===== config.mk =====
export PLATFORM = sky130hd
export DESIGN_NAME = fq_id_skid_queue
export DESIGN_NICKNAME = d
export VERILOG_FILES = /design/src/rtl/fq_id_pkg.sv /design/src/rtl/fq_id_store.sv /design/src/rtl/fq_id_skid_queue.sv
export SDC_FILE = /design/constraint.sdc
export NUM_CORES = 1
export LEC_CHECK = 0
export ABC_AREA = 1
export CAP_MARGIN = 10
export CORE_AREA = 10 10 252 254
export DETAILED_ROUTE_END_ITERATION = 8
export DIE_AREA = 0 0 262 264
export PLACE_DENSITY_LB_ADDON = 0.05
export SLEW_MARGIN = 20
export SYNTH_ARGS = -nofsm -noshare
export SYNTH_HDL_FRONTEND = slang
export SYNTH_SLANG_ARGS = --single-unit

===== constraint.sdc =====
create_clock -name clk -period 12.05 [get_ports clk]
set_clock_uncertainty 0.2 [all_clocks]
set_input_delay 1.205 -clock clk [delete_from_list [all_inputs] [get_ports clk]]
set_output_delay 1.205 -clock clk [all_outputs]
set_load 0.05 [all_outputs]

===== src/rtl/fq_id_pkg.sv =====
// ---------------------------------------------------------------------------
// fq_id_pkg
// Shared types and constants for the fetch-queue -> decode boundary.
//   INST_NOP / PC_RESET : default bubble-bundle instruction word and pc
//   EXCP_W / FLAG_W     : exception-code and flag widths
//   MAX_LANES           : widest bundle the struct can carry; narrower
//                         configurations use the low lanes only
//   fq_bundle_t         : one instruction bundle as held in the queue
//   make_bubble()       : builds the bundle shown when the queue is empty
// ---------------------------------------------------------------------------
package fq_id_pkg;

    localparam int          MAX_LANES = 4;
    localparam int          EXCP_W    = 7;
    localparam int          FLAG_W    = 2;
    localparam logic [31:0] INST_NOP  = 32'h0340_0000;
    localparam logic [31:0] PC_RESET  = 32'h1c00_0000;

    typedef struct packed {
        logic [MAX_LANES-1:0][31:0] inst;
        logic [MAX_LANES-1:0]       lane_vld;
        logic [31:0]                pc;
        logic [31:0]                badv;
        logic [31:0]                cookie;
        logic [EXCP_W-1:0]          excp;
        logic [FLAG_W-1:0]          excp_flag;
        logic [FLAG_W-1:0]          priv_flag;
    } fq_bundle_t;

    // Bubble bundle: NOP in every lane, no valid lanes, pc/badv at the reset pc.
    function automatic fq_bundle_t make_bubble(input logic [31:0] pc_reset,
                                               input logic [31:0] inst_nop);
        fq_bundle_t b;
        for (int i = 0; i < MAX_LANES; i++) begin
            b.inst[i] = inst_nop;
        end
        b.lane_vld  = '0;
        b.pc        = pc_reset;
        b.badv      = pc_reset;
        b.cookie    = '0;
        b.excp      = '0;
        b.excp_flag = '0;
        b.priv_flag = '0;
        return b;
    endfunction

endpackage


===== src/rtl/fq_id_store.sv =====
// ---------------------------------------------------------------------------
// fq_id_store
// DEPTH-entry bundle storage: one synchronous write port, one asynchronous
// read port. Entries carry no reset; only the queue control state does.
// Ports:
//   clk    in   clock
//   we     in   write enable
//   waddr  in   write index
//   wdata  in   bundle to store
//   raddr  in   read index
//   rdata  out  bundle at raddr (combinational)
// ---------------------------------------------------------------------------
module fq_id_store
    import fq_id_pkg::*;
#(
    parameter  int DEPTH = 2,
    localparam int PTR_W = $clog2(DEPTH)
) (
    input  logic             clk,
    input  logic             we,
    input  logic [PTR_W-1:0] waddr,
    input  fq_bundle_t       wdata,
    input  logic [PTR_W-1:0] raddr,
    output fq_bundle_t       rdata
);

    fq_bundle_t mem [DEPTH];

    always_ff @(posedge clk) begin
        if (we) begin
            mem[waddr] <= wdata;
        end
    end

    assign rdata = mem[raddr];

endmodule


===== src/rtl/fq_id_skid_queue.sv =====
// ---------------------------------------------------------------------------
// fq_id_skid_queue
// Fetch-queue -> decode boundary: DEPTH-entry circular queue of LANES-wide
// instruction bundles. in_ready is registered so decode never sees a
// combinational ready path back to fetch. An empty queue presents a NOP
// bubble bundle on out_*.
// Optional feature: define FQ_ID_PERF_EN to add perf_stall_cnt and
// perf_bubble_cnt outputs.
// Ports:
//   clk, rstn                 clock, synchronous active-low reset
//   flush                     pipeline redirect; empties the queue
//   in_valid / in_ready       upstream handshake (in_ready registered)
//   in_inst, in_lane_vld,     incoming bundle: lane i inst at [32*i+:32],
//   in_pc, in_badv, in_cookie,  per-lane valid, lane-0 pc, bad vaddr,
//   in_excp, in_excp_flag,      predictor cookie, exception code/flag,
//   in_priv_flag                privilege flag
//   out_valid / out_ready     downstream handshake
//   out_* (as in_*)           head bundle, or bubble when empty
//   out_pc_next               out_pc + 4*LANES
//   count                     occupancy
//   perf_stall_cnt            (FQ_ID_PERF_EN) cycles of in_valid & ~in_ready
//   perf_bubble_cnt           (FQ_ID_PERF_EN) cycles of out_ready & ~out_valid
// ---------------------------------------------------------------------------
module fq_id_skid_queue
    import fq_id_pkg::*;
#(
    parameter  int          LANES    = 2,
    parameter  int          DEPTH    = 2,
    parameter  logic [31:0] PC_RESET = fq_id_pkg::PC_RESET,
    parameter  logic [31:0] INST_NOP = fq_id_pkg::INST_NOP,
    localparam int          CNT_W    = $clog2(DEPTH + 1),
    localparam int          PTR_W    = $clog2(DEPTH)
) (
    input  logic                clk,
    input  logic                rstn,
    input  logic                flush,
    input  logic                in_valid,
    output logic                in_ready,
    input  logic [32*LANES-1:0] in_inst,
    input  logic [LANES-1:0]    in_lane_vld,
    input  logic [31:0]         in_pc,
    input  logic [31:0]         in_badv,
    input  logic [31:0]         in_cookie,
    input  logic [EXCP_W-1:0]   in_excp,
    input  logic [FLAG_W-1:0]   in_excp_flag,
    input  logic [FLAG_W-1:0]   in_priv_flag,
    output logic                out_valid,
    input  logic                out_ready,
    output logic [32*LANES-1:0] out_inst,
    output logic [LANES-1:0]    out_lane_vld,
    output logic [31:0]         out_pc,
    output logic [31:0]         out_pc_next,
    output logic [31:0]         out_badv,
    output logic [31:0]         out_cookie,
    output logic [EXCP_W-1:0]   out_excp,
    output logic [FLAG_W-1:0]   out_excp_flag,
    output logic [FLAG_W-1:0]   out_priv_flag,
`ifdef FQ_ID_PERF_EN
    output logic [31:0]         perf_stall_cnt,
    output logic [31:0]         perf_bubble_cnt,
`endif
    output logic [CNT_W-1:0]    count
);

    logic [PTR_W-1:0] wr_ptr;
    logic [PTR_W-1:0] rd_ptr;
    logic [CNT_W-1:0] count_next;
    logic             push;
    logic             pop;
    fq_bundle_t       wr_bundle;
    fq_bundle_t       rd_bundle;
    fq_bundle_t       head;
    fq_bundle_t       bubble;
    logic             unused_head_lanes;

    assign bubble    = make_bubble(PC_RESET, INST_NOP);
    assign out_valid = (count != '0);

    // flush kills both handshakes in the same cycle
    assign push       = in_valid & in_ready & ~flush;
    assign pop        = out_valid & out_ready & ~flush;
    assign count_next = count + CNT_W'(push) - CNT_W'(pop);

    // Lanes above LANES default to NOP so the stored struct is fully defined.
    // An excepting bundle keeps only lane 0; the rest become NOPs.
    always_comb begin
        wr_bundle = bubble;
        for (int i = 0; i < LANES; i++) begin
            wr_bundle.inst[i] = in_inst[32*i +: 32];
        end
        wr_bundle.lane_vld[LANES-1:0] = in_lane_vld;
        wr_bundle.pc        = in_pc;
        wr_bundle.badv      = in_badv;
        wr_bundle.cookie    = in_cookie;
        wr_bundle.excp      = in_excp;
        wr_bundle.excp_flag = in_excp_flag;
        wr_bundle.priv_flag = in_priv_flag;
        if (in_excp_flag != '0) begin
            wr_bundle.lane_vld = MAX_LANES'(1);
            for (int i = 1; i < LANES; i++) begin
                wr_bundle.inst[i] = INST_NOP;
            end
        end
    end

    fq_id_store #(
        .DEPTH (DEPTH)
    ) u_store (
        .clk   (clk),
        .we    (push),
        .waddr (wr_ptr),
        .wdata (wr_bundle),
        .raddr (rd_ptr),
        .rdata (rd_bundle)
    );

    // Control state. in_ready is the registered form of (count < DEPTH), so a
    // pop while full only reopens the input on the following cycle.
    always_ff @(posedge clk) begin
        if (!rstn || flush) begin
            count    <= '0;
            wr_ptr   <= '0;
            rd_ptr   <= '0;
            in_ready <= 1'b1;
        end else begin
            if (push) begin
                wr_ptr <= wr_ptr + 1'b1;
            end
            if (pop) begin
                rd_ptr <= rd_ptr + 1'b1;
            end
            count    <= count_next;
            in_ready <= (count_next < CNT_W'(DEPTH));
        end
    end

    assign head = (count == '0) ? bubble : rd_bundle;

    always_comb begin
        out_inst = '0;
        for (int i = 0; i < LANES; i++) begin
            out_inst[32*i +: 32] = head.inst[i];
        end
    end

    assign out_lane_vld  = head.lane_vld[LANES-1:0];
    assign out_pc        = head.pc;
    assign out_pc_next   = head.pc + 32'(4 * LANES);
    assign out_badv      = head.badv;
    assign out_cookie    = head.cookie;
    assign out_excp      = head.excp;
    assign out_excp_flag = head.excp_flag;
    assign out_priv_flag = head.priv_flag;

    // Lanes beyond LANES exist in the shared struct but are never presented.
    assign unused_head_lanes = ^{head.inst, head.lane_vld};

`ifdef FQ_ID_PERF_EN
    // Perf counters survive flush; only reset clears them. Both wrap freely.
    always_ff @(posedge clk) begin
        if (!rstn) begin
            perf_stall_cnt  <= '0;
            perf_bubble_cnt <= '0;
        end else begin
            if (in_valid && !in_ready) begin
                perf_stall_cnt <= perf_stall_cnt + 32'd1;
            end
            if (out_ready && !out_valid) begin
                perf_bubble_cnt <= perf_bubble_cnt + 32'd1;
            end
        end
    end
`endif

endmodule

==> impl_metrics.py <==
metrics = {
    "grt": {
        "grt_max_degree": 70,
        "grt_pass1_wl_mm": 72.1,
        "track_usage": 0.140,
        "grt_overflow_total": 0,
        "antenna_found_initial": 11,
        "grt_pass1_vias": 10700,
    },
    "synthesis": {
        "synth.area.top_cells": "edfxtp_1 (72%), nand2_1 (12%), a21oi_1 (4.8%)",
        "synth_top_area_cell": "edfxtp_1",
        "synth-main-ff-cell": "edfxtp_1",
        "synth_edf_count": 346,
        "ys_ff_latch": 352,
        "syn_inst": 1260,
        "seq_area_frac_synth": 0.726,
        "synth_warnings": 0,
        "synth_top_area_share": 0.717,
        "synthesis.nets": 1441,
        "avgSynthCellArea_sq_um": 11.5,
        "async_reset_ff_frac": 0,
        "syn-cell-area_sq_mm": 0.0145,
        "post_synth_num_cell_types": 25,
        "synthTopCellsByCount": "nand2_1 (453), edfxtp_1 (346), a21oi_1 (138), inv_1 (76), nor2_1 (75)",
        "yosysMostFrequentCell": "nand2_1",
    },
    "floorplanning": {
        "die_w_microns": 262,
        "die_area_sq_mm": 0.0692,
        "die_h_microns": 264,
        "start_util": 0.248,
        "core_area_sq_mm": 0.0585,
        "io_pins": 387,
        "rows": 89,
    },
    "drt": {
        "drtPass1Iterations": 4,
        "drt_iter0_markers": 515,
        "wl_mm": 49.5,
        "wl_per_cell_microns": 20.2,
        "ant_nets": 0,
        "drc_errors": 0,
        "vias": 10300,
        "via_per_inst": 4.22,
    },
    "setup_path": {
        "crit_required_ns": 10.64,
        "crit_path_end_kind": "primary output",
        "crit_end": "out_cookie[4]",
        "ff2ff_setup_slack_ns": 8.79,
        "r2r_cells": 4,
        "crit_type": "register to primary output",
        "worstReg2RegStart": "in_ready",
        "crit_arrival_ns": 4.31,
        "start_kind": "register",
        "crit_fanout": 67,
        "r2r_end": "u_store.mem[0][151]",
    },
    "min_path": {
        "hold_class": "register to register",
        "whs_path_depth": 2,
    },
    "sta": {
        "slew_headroom": 0.336,
        "worst-slew-pin-transition_ns": 0.996,
        "fin_ws_ns": 6.33,
        "final-setup-viol-count": 0,
        "slew_violations": 0,
        "fin_setup_tns_ns": 0,
        "final-hold-violation-count": 0,
        "rsz0062_at_grt": "no",
        "finalCriticalPeriod_ns": 5.72,
        "whs_ns": 0.260,
        "finalCritPeriodShare": 0.475,
        "fmax_mhz": 175,
    },
    "clock_tree": {
        "clkTransAtPathRegs_ns": 0.05,
        "clockBufferDepth": 3,
        "cts_tree": "yes",
        "numClockSinks": 352,
        "clock_latency_ns": 0.56,
        "post-cts-setup-buffers": 0,
        "htreeDepth": 2,
        "postCtsHoldBufs": 0,
        "cts_resized": 0,
        "cts_made_buffers": 45,
        "cts_root_buffer": "clkbuf_16",
    },
    "finish": {
        "syn2layout_area_growth_pct": 40.9,
        "final_net_count": 1823,
        "final_util": 0.349,
        "layout-drive-gt1-share": 0.0635,
    },
    "power": {
        "p_total_mw": 2.89,
        "ir_worst_vdd_uv": 97.0,
        "powerDensity_mw_per_mm2": 142,
        "p_leak_nw": 7.34,
    },
    "status": {
        "status": "completed",
    },
    "run": {
        "cap_violations": 0,
    },
    "placed_design": {
        "gp_congestion": 0.765,
        "dpl_worst_slack_ns": 6.75,
        "portBuffers": 386,
        "dpl.hpwl_mm": 33.4,
    },
}
layout by cell type, fill, tap and decap left out, drive strengths merged:
master	instances
nand2	462
clkdlybuf4s50	386
edfxtp	346
a21oi	138
nor2	87
inv	79
clkbuf	57
nand3	51
clkinv	15
xor2	14
buf	14
dfxtp	6
diode	4
or2	4
ha	3
o21ai	3
clkinvlp	2
nor3	1
xnor2	1
bufinv	1
per-layer routing:
metal / vias up / GRT usage / part of all wire
li1: 5016 / - / -
met1: 4960 / 0.162 / 0.40
met2: 271 / 0.233 / 0.48
met3: 72 / 0.0567 / 0.089
met4: 14 / 0.0396 / 0.022
met5: - / 0 / 0.0015
layout make-up:
class	instances	area, sq um
diodes	4	10.0
well taps	773	967
inverters	79	302
repair buffers	400	3970
multi-input cells	764	3330
flip-flops and latches	352	10500
fillers	5864	38100
clock inverters	18	121
clock buffers	57	1190
worst max-delay path: stages (launching register included):
cell,delay [ns]
dfxtp_4,0.54
inv_6,0.41
buf_4,0.70
buf_4,0.73
nand2_1,0.10
a21oi_1,0.24
clkdlybuf4s50_1,0.86
registers in the layout, summed over array words and instances, names as in the netlist, named ones only:
register and flops:
wr_ptr 1, rd_ptr 1, in_ready 1, u_store.mem 346, count 2
through the flow:
stage | cell area (sq um) | cells
floorplan | 14500 | 1260
global placement | 19100 | 2368
detailed placement | 19100 | 2368
CTS | 20400 | 2443
global route | 20400 | 2445
finish | 20400 | 2447
cell families (layout without fill, tap and decap cells):
logic type	Yosys count	after routing	synth area share
compound gates	141	141	0.0490
xor+xnor	15	15	0.00907
fa+ha+maj	3	3	0.00259
buf+inv	144	554	0.0459
flops	352	352	0.726
other cells	0	4	0
simple gates	605	605	0.168
where the power goes:
group          internal (mW)  total (mW)  switching [mW]
combinational          0.106       0.283           0.177
clock                  0.714        1.22           0.502
sequential              1.38        1.39          0.0101
total                   2.20        2.89           0.690
worst min-delay path by stage:
stage	start	end
finish	rd_ptr	register
global route	rd_ptr	register
CTS	rd_ptr	register
detailed placement	rd_ptr	register
global placement	rd_ptr	rd_ptr
floorplan	rd_ptr	register
(Power assumes the default switching activity.)
